$ cat config.mk
export PLATFORM = sky130hd
export DESIGN_NAME = decode_stage_flat
export DESIGN_NICKNAME = d
export VERILOG_FILES = /design/src/rtl/decode_pkg.sv /design/src/rtl/decode_if.sv /design/src/rtl/decode_table.sv /design/src/rtl/decode_stage.sv /design/src/flat_wrapper.sv
export SDC_FILE = /design/constraint.sdc
export NUM_CORES = 1
export LEC_CHECK = 0
export BUFFER_PORTS_ARGS = -buffer_cell sky130_fd_sc_hd__buf_2
export CAP_MARGIN = 40
export CORE_UTILIZATION = 35
export CTS_BUF_LIST = sky130_fd_sc_hd__clkbuf_4
export DETAILED_ROUTE_END_ITERATION = 6
export PLACE_DENSITY = 0.61
export SLEW_MARGIN = 20
export SYNTH_ARGS = -nofsm -noshare
export SYNTH_HDL_FRONTEND = slang
export SYNTH_SLANG_ARGS = --single-unit
$ cat constraint.sdc
create_clock -name clk -period 2.3 [get_ports clk]
set_clock_uncertainty 0.1 [all_clocks]
set_input_delay 0.46 -clock clk [delete_from_list [all_inputs] [get_ports clk]]
set_output_delay 0.46 -clock clk [all_outputs]
set_load 0.01 [all_outputs]
$ cat src/rtl/decode_pkg.sv
// Shared constants for the MIPS decode stage: opcodes, control-signal bit
// positions and the pipeline-register FSM state encoding.
package decode_pkg;

    localparam logic [5:0] OP_RTYPE = 6'b000000;
    localparam logic [5:0] OP_LW    = 6'b100011;
    localparam logic [5:0] OP_SW    = 6'b101011;
    localparam logic [5:0] OP_BEQ   = 6'b000100;
    localparam logic [5:0] OP_BNE   = 6'b000101;
    localparam logic [5:0] OP_ADDI  = 6'b001000;
    localparam logic [5:0] OP_ADDIU = 6'b001001;
    localparam logic [5:0] OP_ANDI  = 6'b100101;
    localparam logic [5:0] OP_ORI   = 6'b100111;
    localparam logic [5:0] OP_ANDIU = 6'b100100;
    localparam logic [5:0] OP_ORIU  = 6'b100110;
    localparam logic [5:0] OP_SLTIU = 6'b100010;
    localparam logic [5:0] OP_J     = 6'b000001;

    // Bit positions inside out_signals.
    localparam int SIG_ALU_SRC    = 7;
    localparam int SIG_MEM_TO_REG = 6;
    localparam int SIG_REG_WRITE  = 5;
    localparam int SIG_MEM_READ   = 4;
    localparam int SIG_MEM_WRITE  = 3;
    localparam int SIG_BRANCH     = 2;
    localparam int SIG_EQ         = 1;
    localparam int SIG_GOTO       = 0;

    typedef logic [1:0] state_t;
    localparam state_t ST_EMPTY = 2'd0;
    localparam state_t ST_FULL  = 2'd1;
    localparam state_t ST_HOLD  = 2'd2;

endpackage

$ cat src/rtl/decode_if.sv
// Upstream and downstream handshake bundle of the decode stage.
// A transfer happens on a rising edge where valid && ready; valid never waits on ready,
// and once raised, valid and its payload stay stable until that transfer occurs.
interface decode_if #(
    parameter int PC_W  = 32,
    parameter int IMM_W = 32
);
    logic             in_valid;
    logic             in_ready;
    logic [31:0]      in_instr;
    logic [PC_W-1:0]  in_pc;

    logic             out_valid;
    logic             out_ready;
    logic [PC_W-1:0]  out_pc;
    logic [4:0]       out_rs;
    logic [4:0]       out_rt;
    logic [4:0]       out_wreg;
    logic [IMM_W-1:0] out_imm;
    logic [5:0]       out_alu_ctrl;
    logic [7:0]       out_signals;
    logic             out_illegal;

    modport master (
        output in_valid, in_instr, in_pc, out_ready,
        input  in_ready, out_valid, out_pc, out_rs, out_rt, out_wreg,
               out_imm, out_alu_ctrl, out_signals, out_illegal
    );

    modport slave (
        input  in_valid, in_instr, in_pc, out_ready,
        output in_ready, out_valid, out_pc, out_rs, out_rt, out_wreg,
               out_imm, out_alu_ctrl, out_signals, out_illegal
    );
endinterface

$ cat src/rtl/decode_table.sv
// Purely combinational MIPS opcode table: control signals, ALU control,
// immediate extension and write-back register selection.
module decode_table
    import decode_pkg::*;
#(
    parameter int IMM_W = 32
) (
    input  logic [31:0]      instr,
    output logic [7:0]       signals,
    output logic [5:0]       alu_ctrl,
    output logic [IMM_W-1:0] imm,
    output logic [4:0]       rs,
    output logic [4:0]       rt,
    output logic [4:0]       wreg,
    output logic             illegal
);
    logic [5:0] opcode;
    logic       sign_ext;
    logic [7:0] base_sig;

    assign opcode = instr[31:26];

    always_comb begin
        base_sig = 8'b0000_0000;
        alu_ctrl = 6'b000000;
        sign_ext = 1'b0;
        illegal  = 1'b0;
        case (opcode)
            OP_RTYPE: begin base_sig = 8'b0010_0000; alu_ctrl = instr[5:0]; end
            OP_LW:    begin base_sig = 8'b1111_0000; alu_ctrl = 6'b100000; end
            OP_SW:    begin base_sig = 8'b1000_1000; alu_ctrl = 6'b100000; end
            OP_BEQ:   begin base_sig = 8'b0000_0110; alu_ctrl = 6'b100010; sign_ext = 1'b1; end
            OP_BNE:   begin base_sig = 8'b0000_0100; alu_ctrl = 6'b100010; sign_ext = 1'b1; end
            OP_ADDI:  begin base_sig = 8'b1010_0000; alu_ctrl = 6'b100000; sign_ext = 1'b1; end
            OP_ADDIU: begin base_sig = 8'b1010_0000; alu_ctrl = 6'b100001; end
            OP_ANDI:  begin base_sig = 8'b1010_0000; alu_ctrl = 6'b100100; sign_ext = 1'b1; end
            OP_ORI:   begin base_sig = 8'b1010_0000; alu_ctrl = 6'b100101; sign_ext = 1'b1; end
            OP_ANDIU: begin base_sig = 8'b1010_0000; alu_ctrl = 6'b100100; end
            OP_ORIU:  begin base_sig = 8'b1010_0000; alu_ctrl = 6'b100101; end
            OP_SLTIU: begin base_sig = 8'b1010_0000; alu_ctrl = 6'b101011; end
            OP_J:     begin base_sig = 8'b0000_0001; end
            default:  begin illegal  = 1'b1; end
        endcase
    end

    assign rs   = instr[25:21];
    assign rt   = instr[20:16];
    assign wreg = (opcode == OP_RTYPE) ? instr[15:11] : instr[20:16];

    // Writing $zero is a no-op, so suppress RegWrite rather than let EX try.
    always_comb begin
        signals = base_sig;
        if (wreg == 5'd0) signals[SIG_REG_WRITE] = 1'b0;
    end

    assign imm = sign_ext ? {{(IMM_W-16){instr[15]}}, instr[15:0]}
                          : {{(IMM_W-16){1'b0}}, instr[15:0]};
endmodule

$ cat src/rtl/decode_stage.sv
// MIPS decode pipeline stage: decode table, one-entry output register, load-use
// bubble FSM (EMPTY/FULL/HOLD). Define DECODE_PERF_EN to add the stall_cnt counter.
module decode_stage
    import decode_pkg::*;
#(
    parameter int PC_W  = 32,
    parameter int IMM_W = 32
) (
    input  logic        clk,
    input  logic        rst_n,
    decode_if.slave     bus,
    input  logic        flush,
    input  logic        ex_mem_read,
    input  logic [4:0]  ex_rt,
    output state_t      dbg_state
`ifdef DECODE_PERF_EN
    ,
    output logic [15:0] stall_cnt
`endif
);
    state_t           state;
    state_t           state_nxt;
    logic             hazard;
    logic             in_ready_w;
    logic             accept;

    logic [7:0]       dec_signals;
    logic [5:0]       dec_alu_ctrl;
    logic [IMM_W-1:0] dec_imm;
    logic [4:0]       dec_rs;
    logic [4:0]       dec_rt;
    logic [4:0]       dec_wreg;
    logic             dec_illegal;

    logic [PC_W-1:0]  pc_q;
    logic [4:0]       rs_q;
    logic [4:0]       rt_q;
    logic [4:0]       wreg_q;
    logic [IMM_W-1:0] imm_q;
    logic [5:0]       alu_ctrl_q;
    logic [7:0]       signals_q;
    logic             illegal_q;

    decode_table #(.IMM_W(IMM_W)) u_table (
        .instr    (bus.in_instr),
        .signals  (dec_signals),
        .alu_ctrl (dec_alu_ctrl),
        .imm      (dec_imm),
        .rs       (dec_rs),
        .rt       (dec_rt),
        .wreg     (dec_wreg),
        .illegal  (dec_illegal)
    );

    // lw and j do not read rt, so a match there is not a load-use dependency.
    assign hazard = ex_mem_read && (ex_rt != 5'd0) &&
                    ((ex_rt == dec_rs) ||
                     ((ex_rt == dec_rt) && (bus.in_instr[31:26] != OP_LW) &&
                      (bus.in_instr[31:26] != OP_J)));

    assign in_ready_w = rst_n &&
                        ((state == ST_EMPTY) || ((state == ST_FULL) && bus.out_ready)) &&
                        !hazard && !flush;
    assign accept     = bus.in_valid && in_ready_w;

    always_comb begin
        state_nxt = state;
        if (flush) begin
            state_nxt = ST_EMPTY;
        end else begin
            case (state)
                ST_EMPTY, ST_FULL: begin
                    // A FULL stage that is not drained keeps its instruction.
                    if ((state == ST_EMPTY) || bus.out_ready) begin
                        if (accept)                         state_nxt = ST_FULL;
                        else if (bus.in_valid && hazard)    state_nxt = ST_HOLD;
                        else                                state_nxt = ST_EMPTY;
                    end
                end
                ST_HOLD: state_nxt = ST_EMPTY;
                default: state_nxt = ST_EMPTY;
            endcase
        end
    end

    always_ff @(posedge clk or negedge rst_n) begin
        if (!rst_n) begin
            state      <= ST_EMPTY;
            pc_q       <= '0;
            rs_q       <= '0;
            rt_q       <= '0;
            wreg_q     <= '0;
            imm_q      <= '0;
            alu_ctrl_q <= '0;
            signals_q  <= '0;
            illegal_q  <= 1'b0;
        end else begin
            state <= state_nxt;
            if (accept) begin
                pc_q       <= bus.in_pc;
                rs_q       <= dec_rs;
                rt_q       <= dec_rt;
                wreg_q     <= dec_wreg;
                imm_q      <= dec_imm;
                alu_ctrl_q <= dec_alu_ctrl;
                signals_q  <= dec_signals;
                illegal_q  <= dec_illegal;
            end
        end
    end

`ifdef DECODE_PERF_EN
    always_ff @(posedge clk or negedge rst_n) begin
        if (!rst_n) begin
            stall_cnt <= 16'd0;
        end else if (((state == ST_HOLD) || ((state == ST_FULL) && !bus.out_ready)) &&
                     (stall_cnt != 16'hFFFF)) begin
            stall_cnt <= stall_cnt + 16'd1;
        end
    end
`endif

    assign bus.in_ready     = in_ready_w;
    assign bus.out_valid    = (state == ST_FULL);
    assign bus.out_pc       = pc_q;
    assign bus.out_rs       = rs_q;
    assign bus.out_rt       = rt_q;
    assign bus.out_wreg     = wreg_q;
    assign bus.out_imm      = imm_q;
    assign bus.out_alu_ctrl = alu_ctrl_q;
    assign bus.out_signals  = signals_q;
    assign bus.out_illegal  = illegal_q;
    assign dbg_state        = state;
endmodule
$ cat src/flat_wrapper.sv
// flat-port wrapper written by rule: the top's interface ports become plain ports
module decode_stage_flat import decode_pkg::*;
#(
    parameter int PC_W  = 32,
    parameter int IMM_W = 32
)
  (clk, rst_n, flush, ex_mem_read, ex_rt, dbg_state, bus_in_valid, bus_in_instr, bus_in_pc, bus_out_ready, bus_in_ready, bus_out_valid, bus_out_pc, bus_out_rs, bus_out_rt, bus_out_wreg, bus_out_imm, bus_out_alu_ctrl, bus_out_signals, bus_out_illegal);
  decode_if #(.PC_W(PC_W), .IMM_W(IMM_W)) bus_i ();
  input  logic clk;
  input  logic rst_n;
  input  logic flush;
  input  logic ex_mem_read;
  input  logic [4:0] ex_rt;
  output state_t dbg_state;
  input wire logic [$bits(bus_i.in_valid)-1:0] bus_in_valid;
  input wire logic [$bits(bus_i.in_instr)-1:0] bus_in_instr;
  input wire logic [$bits(bus_i.in_pc)-1:0] bus_in_pc;
  input wire logic [$bits(bus_i.out_ready)-1:0] bus_out_ready;
  output wire logic [$bits(bus_i.in_ready)-1:0] bus_in_ready;
  output wire logic [$bits(bus_i.out_valid)-1:0] bus_out_valid;
  output wire logic [$bits(bus_i.out_pc)-1:0] bus_out_pc;
  output wire logic [$bits(bus_i.out_rs)-1:0] bus_out_rs;
  output wire logic [$bits(bus_i.out_rt)-1:0] bus_out_rt;
  output wire logic [$bits(bus_i.out_wreg)-1:0] bus_out_wreg;
  output wire logic [$bits(bus_i.out_imm)-1:0] bus_out_imm;
  output wire logic [$bits(bus_i.out_alu_ctrl)-1:0] bus_out_alu_ctrl;
  output wire logic [$bits(bus_i.out_signals)-1:0] bus_out_signals;
  output wire logic [$bits(bus_i.out_illegal)-1:0] bus_out_illegal;
  assign bus_i.in_valid = bus_in_valid;
  assign bus_i.in_instr = bus_in_instr;
  assign bus_i.in_pc = bus_in_pc;
  assign bus_i.out_ready = bus_out_ready;
  assign bus_in_ready = bus_i.in_ready;
  assign bus_out_valid = bus_i.out_valid;
  assign bus_out_pc = bus_i.out_pc;
  assign bus_out_rs = bus_i.out_rs;
  assign bus_out_rt = bus_i.out_rt;
  assign bus_out_wreg = bus_i.out_wreg;
  assign bus_out_imm = bus_i.out_imm;
  assign bus_out_alu_ctrl = bus_i.out_alu_ctrl;
  assign bus_out_signals = bus_i.out_signals;
  assign bus_out_illegal = bus_i.out_illegal;
  decode_stage #(.PC_W(PC_W), .IMM_W(IMM_W)) u_core (.clk(clk), .rst_n(rst_n), .bus(bus_i), .flush(flush), .ex_mem_read(ex_mem_read), .ex_rt(ex_rt), .dbg_state(dbg_state));
endmodule
==> flow_summary.toml <==
[outcome]
status = "finished, violations left"
violations = "negative setup slack"

[synthesis]
async_flop_share_pct = 100.0
yosysTopAreaCellShare_pct = 53.46
yosys_register_bits = 80
yosysTopAreaCell = "dfrtp_1"
synth-edff-count = 0
synth_warnings = 0
synth_area_mm2 = 0.003745
synth.area.top_cells = "dfrtp_1 (53%), mux2_2 (17%), mux2_4 (7.2%), buf_4 (3.2%), nand2_1 (2.3%)"
ys_seq_area_share_pct = 53.46
synth_cells = 291
syn_avg_cell_area_um2 = 12.87
synth_ff_type = "dfrtp_1"
synth_nets = 366
yosysUniqueCellTypes = 39

[route]
drc = 0
vias_per_cell = 4.703
wl_um = 8679
drt_iter0_drc = 60
dr.pass1.iters = 4
num_vias = 2883
ant_nets = 0
post_drt_wl_per_cell_um = 14.16

[pwr]
leakage_nw = 2.605
power.density_mw_per_mm2 = 765.1
fin_total_pwr_mw = 3.866
ir_drop_uv = 341.4

[worst_setup_path]
critical_path_depth = 8
worst_path_max_delay_cell = "or4_4"
critPathCaptureType = "register"
crit_end = "u_core.bus.out_pc[0]$_DFFE_PN0P_"
cp.required_ns = 2.51
critical-path-top-delay-family = "simple AND/OR/NAND/NOR gates"
worstPathCellList = "buf_6 -> or4_4 -> o21ai_4 -> nor4_4 -> buf_4 -> or4b_4 -> buf_12 -> mux2_4"
rrSetupSlack_ns = 0.16
crit_type = "in -> reg"
cp-start-kind = "primary input"
cp_slowest_stage_delay_ns = 0.54
reg2reg_to = "u_core.bus.out_pc[0]$_DFFE_PN0P_"
arrival_ns = 2.60
cp_max_fo = 36
reg2reg_from = "u_core.dbg_state[1]$_DFFE_PN0P_"
r2r_cells = 6
startpoint = "ex_rt[4]"
crit_buf_inv = 3

[global_routing]
grt_antenna_before_repair = 0
grt.busiest_layer = "met2"
grt.overflow.total = 0
gr-usage-met3_pct = 4.267
track_usage_pct = 16.19
met1_usage_pct = 20.92
grt_pass1_wl_um = 13980
grt_max_degree = 53
first_global_vias = 2880
met2_usage_pct = 26.03

[clocking]
cts_sinks = 80
clock_latency_ns = 0.42
clk_pin_slew_ns = 0.14
ctsLongestPathBuffers = 2
htree_levels = 3
cts_hold_buf = 0
cts_tree = "done"
cts_made_buffers = 9
clock-root-buffer = "clkbuf_4"

[die]
initial_core_util_pct = 36.11
die_area_mm2 = 0.01112
die_x_um = 105.4
die_h_um = 105.4
core-area_mm2 = 0.01037
io-pin-count = 173
rows = 37

[sta]
rsz0062_at_grt = "yes"
final.setup.worst_slack_ns = -0.09152
layout_min_cycle_time_ns = 2.392
setup_violations = 76
finalHoldViolations = 0
holdWs_ns = 0.08768
tightest_slew_ns = 0.6365
timing.final.crit_share_pct = 104.0
timing.fmax_ghz = 0.4181
slew_headroom_pct = 57.57
finalMaxSlewViolations = 0

[flow_run]
cap_violations = 0

[place]
routabilityCongestion = 0.7566
place_hpwl_um = 6597
portBuffers = 172

[cells_and_area]
areaGrowthSynthToFinish_pct = 34.95
layout-drive-gt1-share_pct = 63.87
layout_common_cells = "buf_2 (170), dfrtp_1 (80), mux2_2 (58), buf_4 (28), nand2_1 (23)"
layout_commonest_cell = "buf_2"
fin_util_pct = 48.73
fin_nets = 546

[min_path]
hold_class = "in -> async"
cell usage after synthesis, drive strengths merged, types with 2 or more instances:
cell type / instances
a21oi: 7
buf: 28
clkbuf: 5
dfrtp: 80
inv: 3
mux2: 76
mux2i: 2
nand2: 23
nand2b: 4
nand3: 4
nor2: 12
nor2b: 2
nor3: 5
nor3b: 2
nor4: 3
o211ai: 2
o21ai: 4
or3b: 2
or4: 4
xnor2: 8
xor2: 2
routing by layer:
layer | vias to the layer above | share of wire, % | wire, um
li1 | 1360 | - | -
met1 | 1396 | 43 | 3766
met2 | 117 | 48 | 4167
met3 | 10 | 7.2 | 625
met4 | 0 | 1.4 | 119
met5 | - | 0 | 0
per-stage QoR:
stage	worst slack (ns)	instance area (um^2)	instances	TNS (ns)
floorplan	-0.3594	3779	291	-19.94
global placement	-0.4118	4790	593	-30.01
detailed placement	-0.4551	4790	593	-32.46
CTS	-0.08404	5040	612	-0.4643
global route	-0.1115	5051	612	-4.243
finish	-0.09152	5054	613	-2.971
state kept, by name, summed over array words and instances (netlist names):
name	cells
u_core.bus.out_alu_ctrl	6
u_core.bus.out_imm	17
u_core.bus.out_illegal	1
u_core.bus.out_wreg	5
u_core.bus.out_signals	7
u_core.bus.out_rs	5
u_core.dbg_state	2
u_core.bus.out_pc	32
u_core.bus.out_rt	5
how the worst min path moves through the flow:
stage	endpoint	start	depth (start not counted)	slack, ns
final	u_core.bus.out_pc[9]$_DFFE_PN0P_	rst_n	2	0.09
after global routing	u_core.bus.out_rs[0]$_DFFE_PN0P_	rst_n	2	0.11
after CTS	u_core.bus.out_pc[28]$_DFFE_PN0P_	rst_n	2	0.09
after detailed placement	u_core.bus.out_imm[0]$_DFFE_PN0P_	u_core.bus.out_imm[0]$_DFFE_PN0P_	1	0.39
after global placement	u_core.bus.out_pc[31]$_DFFE_PN0P_	u_core.bus.out_pc[31]$_DFFE_PN0P_	1	0.38
after floorplan	u_core.bus.out_alu_ctrl[0]$_DFFE_PN0P_	rst_n	0	0.06
cell type report:
| class | count | area, um^2 |
|---|---|---|
| fill | 1000 | 5316 |
| sequential | 80 | 2002 |
| multi-input combinational | 175 | 1565 |
| timing repair buffer | 202 | 1115 |
| tap | 136 | 170.2 |
| clock inverter | 5 | 105.1 |
| clock buffer | 11 | 82.58 |
| inverter | 3 | 11.26 |
| antenna | 1 | 2.502 |
power by group:
group          internal (mW)  switching [mW]
registers               1.68           0.132
clock network          0.575           0.479
logic                  0.542           0.463
total                   2.79            1.07
cell families after synthesis:
group | count (synthesis) | synth area share, %
buf+inv | 36 | 6.281
flops | 80 | 53.46
xor+xnor | 10 | 2.339
simple gates | 66 | 8.887
compound gates | 21 | 3.842
mux | 78 | 25.19
repair_timing:
item / CTS / global route
pin swaps: 6 / 1
resized for setup: 7 / 2
gates cloned: 0 / 0
setup buffers: 3 / 0
setup endpoints to repair: 1 / 77
No activity file was read; power rests on OpenSTA's default activity.
